### config.mk
export PLATFORM = sky130hd
export DESIGN_NAME = i2c_slave_top
export DESIGN_NICKNAME = d
export VERILOG_FILES = /design/src/rtl/i2c_slave_pkg.sv /design/src/rtl/i2c_bus_cond.sv /design/src/rtl/i2c_slave_top.sv
export SDC_FILE = /design/constraint.sdc
export NUM_CORES = 1
export LEC_CHECK = 0
export ABC_AREA = 1
export ABC_CLOCK_PERIOD_IN_PS = 3900
export BUFFER_PORTS_ARGS = -buffer_cell sky130_fd_sc_hd__buf_2
export CAP_MARGIN = 25
export CORE_ASPECT_RATIO = 1.1
export CORE_UTILIZATION = 59
export CTS_CLUSTER_DIAMETER = 50
export DETAILED_ROUTE_END_ITERATION = 10
export PLACE_DENSITY = 0.85
export SYNTH_ARGS = -nofsm -noshare
export SYNTH_HDL_FRONTEND = slang
export SYNTH_SLANG_ARGS = --single-unit
### constraint.sdc
create_clock -name clk -period 3.9 [get_ports clk]
set_input_delay 0.78 -clock clk [delete_from_list [all_inputs] [get_ports clk]]
set_output_delay 0.78 -clock clk [all_outputs]
set_load 0.05 [all_outputs]
### src/rtl/i2c_slave_pkg.sv
// rtl/i2c_slave_pkg.sv - shared types and constants for the I2C slave register endpoint
package i2c_slave_pkg;

  localparam int I2C_ADDR_W = 7;
  localparam int BYTE_W     = 8;

  localparam logic ACK  = 1'b0;
  localparam logic NACK = 1'b1;

  typedef enum logic [3:0] {
    ST_IDLE,
    ST_ADDR,
    ST_ADDR_ACK,
    ST_PTR,
    ST_PTR_ACK,
    ST_WDATA,
    ST_WDATA_ACK,
    ST_RDATA,
    ST_RDATA_ACK,
    ST_IGNORE
  } state_t;

  function automatic logic maj3(input logic [2:0] v);
    return (v[0] & v[1]) | (v[1] & v[2]) | (v[0] & v[2]);
  endfunction

endpackage

### src/rtl/i2c_bus_cond.sv
// rtl/i2c_bus_cond.sv - SCL/SDA synchroniser, optional majority filter (I2C_GLITCH_FILTER_EN), edge/START/STOP detect
module i2c_bus_cond
  import i2c_slave_pkg::*;
(
  input  logic clk,
  input  logic rst,
  input  logic scl_i,
  input  logic sda_i,
  output logic sda,
  output logic scl_rise,
  output logic scl_fall,
  output logic start_det,
  output logic stop_det
);

  logic [1:0] scl_sync, sda_sync;
  logic       scl_c, sda_c, scl_d, sda_d;

  // Idle bus level is high, so reset to 1 to avoid spurious edges.
  always_ff @(posedge clk) begin
    if (rst) begin
      scl_sync <= 2'b11;
      sda_sync <= 2'b11;
    end else begin
      scl_sync <= {scl_sync[0], scl_i};
      sda_sync <= {sda_sync[0], sda_i};
    end
  end

`ifdef I2C_GLITCH_FILTER_EN
  logic [2:0] scl_f, sda_f;

  always_ff @(posedge clk) begin
    if (rst) begin
      scl_f <= 3'b111;
      sda_f <= 3'b111;
    end else begin
      scl_f <= {scl_f[1:0], scl_sync[1]};
      sda_f <= {sda_f[1:0], sda_sync[1]};
    end
  end

  assign scl_c = maj3(scl_f);
  assign sda_c = maj3(sda_f);
`else
  assign scl_c = scl_sync[1];
  assign sda_c = sda_sync[1];
`endif

  always_ff @(posedge clk) begin
    if (rst) begin
      scl_d <= 1'b1;
      sda_d <= 1'b1;
    end else begin
      scl_d <= scl_c;
      sda_d <= sda_c;
    end
  end

  assign sda       = sda_c;
  assign scl_rise  = scl_c & ~scl_d;
  assign scl_fall  = ~scl_c & scl_d;
  assign start_det = scl_c & scl_d & sda_d & ~sda_c;
  assign stop_det  = scl_c & scl_d & ~sda_d & sda_c;

endmodule

### src/rtl/i2c_slave_top.sv
// rtl/i2c_slave_top.sv - I2C slave with byte register file; filter option via I2C_GLITCH_FILTER_EN
module i2c_slave_top
  import i2c_slave_pkg::*;
#(
  parameter logic [I2C_ADDR_W-1:0] SLAVE_ADDR = 7'h50,
  parameter int                    NREGS      = 4
) (
  input  logic               clk,
  input  logic               rst,
  input  logic               scl_i,
  input  logic               sda_i,
  output logic               sda_oe,
  output logic [NREGS*8-1:0] regs_o,
  output logic               busy_o
);

  localparam int PW = $clog2(NREGS);

  logic sda, scl_rise, scl_fall, start_det, stop_det;

  i2c_bus_cond u_cond (
    .clk      (clk),
    .rst      (rst),
    .scl_i    (scl_i),
    .sda_i    (sda_i),
    .sda      (sda),
    .scl_rise (scl_rise),
    .scl_fall (scl_fall),
    .start_det(start_det),
    .stop_det (stop_det)
  );

  state_t              state_q, state_d;
  logic [BYTE_W-1:0]   sh_q, sh_d, byte_in;
  logic [2:0]          cnt_q, cnt_d;
  logic [PW-1:0]       ptr_q, ptr_d;
  logic                oe_d, rw_q, rw_d, we;
  logic [BYTE_W-1:0]   regs [NREGS];

  assign byte_in = {sh_q[BYTE_W-2:0], sda};

  always_ff @(posedge clk) begin
    if (rst) state_q <= ST_IDLE;
    else     state_q <= state_d;
  end

  always_comb begin
    state_d = state_q;
    sh_d    = sh_q;
    cnt_d   = cnt_q;
    ptr_d   = ptr_q;
    oe_d    = sda_oe;
    rw_d    = rw_q;
    we      = 1'b0;
    if (start_det) begin
      state_d = ST_ADDR;
      cnt_d   = 3'd0;
      oe_d    = 1'b0;
    end else if (stop_det) begin
      state_d = ST_IDLE;
      cnt_d   = 3'd0;
      oe_d    = 1'b0;
    end else begin
      case (state_q)
        ST_ADDR, ST_PTR, ST_WDATA: begin
          if (scl_rise) begin
            sh_d  = byte_in;
            cnt_d = cnt_q + 3'd1;
            if (cnt_q == 3'd7) begin
              if (state_q == ST_ADDR) begin
                if (byte_in[7:1] == SLAVE_ADDR) begin
                  state_d = ST_ADDR_ACK;
                  rw_d    = byte_in[0];
                end else begin
                  state_d = ST_IGNORE;
                end
              end else if (state_q == ST_PTR) begin
                ptr_d   = byte_in[PW-1:0];
                state_d = ST_PTR_ACK;
              end else begin
                we      = 1'b1;
                ptr_d   = ptr_q + 1'b1;
                state_d = ST_WDATA_ACK;
              end
            end
          end
        end
        // sda_oe doubles as the phase flag: first fall drives ACK, second ends it.
        ST_ADDR_ACK, ST_PTR_ACK, ST_WDATA_ACK: begin
          if (scl_fall) begin
            if (!sda_oe) begin
              oe_d = 1'b1;
            end else begin
              oe_d  = 1'b0;
              cnt_d = 3'd0;
              if (state_q == ST_ADDR_ACK && rw_q) begin
                state_d = ST_RDATA;
                sh_d    = regs[ptr_q];
                oe_d    = ~regs[ptr_q][7];
              end else if (state_q == ST_ADDR_ACK) begin
                state_d = ST_PTR;
              end else begin
                state_d = ST_WDATA;
              end
            end
          end
        end
        ST_RDATA: begin
          if (scl_rise) begin
            cnt_d = cnt_q + 3'd1;
            if (cnt_q == 3'd7) state_d = ST_RDATA_ACK;
          end else if (scl_fall) begin
            sh_d = {sh_q[BYTE_W-2:0], 1'b0};
            oe_d = ~sh_q[BYTE_W-2];
          end
        end
        // cnt_q==1 marks a master ACK seen on the 9th rise.
        ST_RDATA_ACK: begin
          if (scl_rise) begin
            if (sda == ACK) begin
              ptr_d = ptr_q + 1'b1;
              cnt_d = 3'd1;
            end else begin
              state_d = ST_IGNORE;
              oe_d    = 1'b0;
            end
          end else if (scl_fall) begin
            if (cnt_q == 3'd1) begin
              state_d = ST_RDATA;
              cnt_d   = 3'd0;
              sh_d    = regs[ptr_q];
              oe_d    = ~regs[ptr_q][7];
            end else begin
              oe_d = 1'b0;
            end
          end
        end
        default: ;
      endcase
    end
  end

  always_ff @(posedge clk) begin
    if (rst) begin
      sh_q   <= '0;
      cnt_q  <= 3'd0;
      ptr_q  <= '0;
      sda_oe <= 1'b0;
      rw_q   <= 1'b0;
      for (int k = 0; k < NREGS; k++) regs[k] <= '0;
    end else begin
      sh_q   <= sh_d;
      cnt_q  <= cnt_d;
      ptr_q  <= ptr_d;
      sda_oe <= oe_d;
      rw_q   <= rw_d;
      if (we) regs[ptr_q] <= byte_in;
    end
  end

  for (genvar k = 0; k < NREGS; k++) begin : g_flat
    assign regs_o[8*k +: 8] = regs[k];
  end

  assign busy_o = (state_q != ST_IDLE);

endmodule

**Word level (Yosys, flattened, before mapping)**

Memories as Yosys holds them, arrays and structs flattened. A register that Yosys moved wholly into a read port is not among the register bits.
Cells that the tools add are included.

- Flip-flop bits (word level): 24
- RAM bits: 32
- Bits of input ports: 4
- Output and inout bits: 34
- Word-level logic and storage cells: 158
- Memories kept: 1

Memories:

| name | words | width | rd ports | clocked after memory_dff | wr ports | RTL line | RTL |
|---|---|---|---|---|---|---|---|
| regs | 4 | 8 | 5 | 1 | 4 | i2c_slave_top.sv:38 | `logic [BYTE_W-1:0] regs [NREGS];` |

- Add/sub/neg operators: 2
- Equal/unequal tests: 40
- Muxes and demuxes: 70
- Bitwise gates (word level): 15
- Reductions and logical operators: 19

Operators by type and width:

| kind | count |
|---|---|
| 2-to-1 mux 7 bit | 9 |
| 2-to-1 mux 4 bit | 12 |
| inequality test 2 bit, second input constant | 15 |
| one-hot mux 7 bit (4 select lines) | 1 |
| 2-to-1 mux 3 bit | 9 |
| 2-to-1 mux 1 bit | 24 |
| inequality test 4 bit, second input constant | 6 |
| 2-to-1 mux 2 bit | 10 |
| AND reduction 10 bit | 2 |
| equality test 4 x 3 -> 1 bit, second input constant | 4 |
| one-hot mux 4 bit (4 select lines) | 1 |
| AND reduction 7 bit | 2 |
| AND reduction 12 bit | 1 |
| inequality test 5 bit, second input constant | 2 |
| inequality test 3 bit, second input constant | 3 |
| one-hot mux 3 bit (3 select lines) | 1 |
| OR reduction 3 bit | 3 |
| equality test 4 x 2 -> 1 bit, second input constant | 2 |
| 2-to-1 mux 8 bit | 1 |
| NOT 1 bit | 8 |
| AND reduction 8 bit | 1 |
| nonzero test 4 bit | 2 |
| OR reduction 8 bit | 1 |
| bitwise AND 1 bit | 7 |
| 18 further kinds | 19 |

**Logic depth before layout (Yosys ltp)**

- Depth in word-level cells: 13
- Depth in mapped cells: 12
- Gate-level depth less buffers: 12

**Hierarchy**

From an unflattened synthesis, not the netlist that was laid out.

- Cell total of the unflattened synthesis: 380
- Area, all modules: 3049.2 um^2

By module, submodules not included:

| module | times used | cells each | area an instance (um^2) | sequential area each (um^2) |
|---|---|---|---|---|
| i2c_slave_top | 1 | 356 | 2851.5 | 1361.3 |
| i2c_bus_cond | 1 | 24 | 197.7 | 120.1 |

**Worst setup path after synthesis**

No wires, ideal clock.

- Path type: register to register
- From: reg u_cond.scl_d
- To: mem regs[3][0], enable pin
- Setup time: 0.387 ns
- Data arrival time: 1.826 ns
- Data required time: 3.513 ns
- Path slack: 1.687 ns
- Stages on the path, launching flop included: 8
- Path buffers: 1
- Path through: dfxtp_1 > inv_1 > ha_1 > clkbuf_1 > nand2_1 > nor2_1 > nand3_2 > o31ai_1

RTL lines:

| what | RTL line | RTL |
|---|---|---|
| from (decl) | i2c_bus_cond.sv:17 | `logic scl_c, sda_c, scl_d, sda_d;` |
| from (signal assigned) | i2c_bus_cond.sv:55 | `scl_d <= scl_c;` |
| to (decl) | i2c_slave_top.sv:38 |  |

==> run_results.csv <==
group,metric,value,unit
final_layout,multi_input_area,1292,µm²
clocking,cts_resized,0,
global_route,grt_max_degree,18,
worst_hold_path,hold_start,"u_cond.scl_sync[0]",
global_route,grt_overflow,0,
timing,finalSetupViolCount,0,
timing,finalMaxSlewViolations,0,
final_layout,final_cell_mix,"nor2_1 (100), nand2_1 (79), inv_1 (39), buf_2 (37), edfxtp_1 (32)",
synth,yosysUniqueCellTypes,28,
clocking,cts_tree,"yes",
floorplan,row_count,26,
detailed_routing,viasPerCell,5.617,
floorplan,dieHeight,76.51,µm
placed_design,dp_hpwl,5.450,mm
clocking,clock_latency,0.35,ns
clocking,h-tree-depth,3,
synth,yosysWarnings,0,
floorplan,dieArea,5335,µm²
global_route,grt_pass1_wl,11.67,mm
timing,final-hold-violation-count,0,
detailed_routing,drt_wl_total,7.212,mm
global_route,grt_util_met2,50.58,%
critical_path,timing.critical_path.arrival,2.39,ns
detailed_routing,dr.pass1.iters,5,
synth,syn_inst,392,
synth,synth_area,2978,µm²
floorplan,fp.dieW,69.74,µm
global_route,grt_usage,28.86,%
power_and_ir_drop,power_density,602.8,nW/µm²
final_layout,drive_gt1_share,16.59,%
synth,synth_area_per_cell,7.597,µm²
outcome,status,"finished clean",
clocking,post-cts-setup-buffers,0,
synth,synth_nets,402,
final_layout,final_cells,496,
synth,synth.area.top_cells,"edfxtp_1 (32%), dfxtp_1 (17%), nor2_1 (13%), nand2_1 (10%), o21ai_0 (5.0%)",
placed_design,gp_congestion,0.9710,
critical_path,worst_setup_path_end_kind,"flop",
timing,post-route-min-period,2.329,ns
timing,rsz0062_at_grt,"false",
timing,tightest_slew,0.6609,ns
final_layout,mostFrequentLayoutCell,"nor2_1",
final_layout,final_nets,445,
critical_path,r2r_start,"u_cond.scl_d",
worst_hold_path,whs_path_depth,1,
global_route,grt.met1_usage,33.13,%
global_route,globalRouteMet3Util,6.878,%
global_route,busiest_layer,"met2",
final_layout,area_growth,15.08,%
timing,period_share,59.72,%
global_route,antenna_found_initial,0,
final_layout,n_antenna_cell,0,
synth,yosys.area.top_type,"edfxtp_1",
synth,synth_seq_cells,58,
detailed_routing,wl_per_cell,14.54,µm
placed_design,portBuffers,37,
final_layout,fillerInstances,376,
clocking,clk_pin_slew,0.06,ns
timing,setup_tns,0,ns
timing,maxSlewHeadroom,55.48,%
run,drv_cap,0,
detailed_routing,first_iter_violations,202,
detailed_routing,route.detailed.drc,0,
floorplan,core_area,4750,µm²
clocking,clockBufferDepth,2,
timing,fmax,429.4,MHz
clocking,cts_sinks,58,
power_and_ir_drop,vdd_drop_max,0.0003551,V
timing,skew,0.005555,ns
placed_design,dp_cells,479,
critical_path,crit_type,"flop to flop",
global_route,grt_pass1_vias,2542,
floorplan,io-pin-count,38,
power_and_ir_drop,p_leak,1.612,nW
critical_path,r2r_cells,7,
critical_path,critPathRequiredTime,3.96,ns
critical_path,crit_path_start,"u_cond.scl_d",
detailed_routing,vias,2786,
worst_hold_path,hold_path.class,"flop to flop",
critical_path,crit_fanout,9,
clocking,cts_root_buffer,"clkbuf_8",
clocking,numCtsBuffers,9,
floorplan,start_util,62.70,%
final_layout,area.sequential,1481,µm²
synth,ys_seq_area_share,49.75,%
critical_path,crit_path_start_kind,"flop",
clocking,hold_buffers,0,
detailed_routing,drtAntennaViolNets,0,
synth,synth_top_area_share,32.27,%
-- through the flow --
| step | utilization [%] | instance area (µm²) | total power, mW | hold slack, ns | setup WS, ns |
|---|---|---|---|---|---|
| CTS | 72.00 | 3420 | 2.060 | 0.4194 | 1.465 |
| finish | 72.15 | 3427 | 2.066 | 0.4162 | 1.571 |
| global route | 72.15 | 3427 | 2.189 | 0.4464 | 1.349 |
| global placement | 67.41 | 3202 | 1.449 | 0.4020 | 1.393 |
| floorplan | - | 2978 | 1.313 | 0.3895 | 1.687 |
| detailed placement | 67.57 | 3209 | 1.464 | 0.4036 | 1.475 |
-- kinds of logic (layout without fill, tap and decap cells) --
logic type                 after synthesis  in the layout  share of synthesized area [%]
AOI/OAI and AO/OA                       56             56                          9.958
buffers and inverters                   52            100                          6.849
DFF                                     58             58                          49.75
adders and majority gates                6              6                          2.521
and+or+nand+nor                        220            220                          30.92
-- path summary, 6_finish.rpt --
check / end / slack [ns]
setup / recovery: regs[0][6] / 1.57
hold / removal: u_cond.scl_sync[1] / 0.42
setup reg to reg: regs[0][6] / 1.57
hold reg to reg: u_cond.scl_sync[1] / 0.42
-- layer usage --
metal | wire length [µm] | vias up | part of all wire, %
met5 | 0 | - | 0
met4 | 161 | 0 | 2.2
met3 | 560 | 17 | 7.8
met2 | 3612 | 151 | 50
met1 | 2877 | 1262 | 40
li1 | - | 1356 | -
-- critical path, cell delays in order, from the launching register on --
cell	delay (ns)
dfxtp_1	0.33
inv_1	0.06
ha_1	0.33
nand2_1	0.12
nor2_1	0.19
nand3_2	0.16
o21ai_0	0.57
buf_4	0.27
-- flip-flops by register name, indices dropped and copies added (netlist names), named ones only --
name / cells
cnt_q: 3
ptr_q: 2
regs: 32
rw_q: 1
sda_oe: 1
sh_q: 7
state_q: 4
u_cond.scl_d: 1
u_cond.scl_sync: 2
u_cond.sda_d: 1
u_cond.sda_sync: 2
-- Yosys cell counts (all sizes together) --
library cell    n
a21boi          2
a21oi          13
a31oi           1
and3            1
buf             2
clkbuf          6
dfxtp          26
edfxtp         32
ha              6
inv            44
nand2          82
nand3          23
nand3b          1
nand4           2
nor2          105
nor3            1
nor3b           1
o21ai          33
o22ai           6
o31ai           1
or2             4
-- final cells by class --
class | instances | share of cell area, %
Inverter | 44 | 4.819
Clock buffer | 11 | 3.834
Tap cell | 56 | 2.045
Timing Repair Buffer | 40 | 6.061
Sequential cell | 58 | 43.23
Multi-Input combinational cell | 282 | 37.71
Clock inverter | 5 | 2.300
-- power by group --
group / total, mW / switching (mW) / internal (mW)
Combinational: 0.693 / 0.493 / 0.200
Clock: 0.599 / 0.241 / 0.359
Sequential: 0.773 / 0.0726 / 0.701
Total: 2.07 / 0.806 / 1.26
Power figures use the tool's default switching activity.
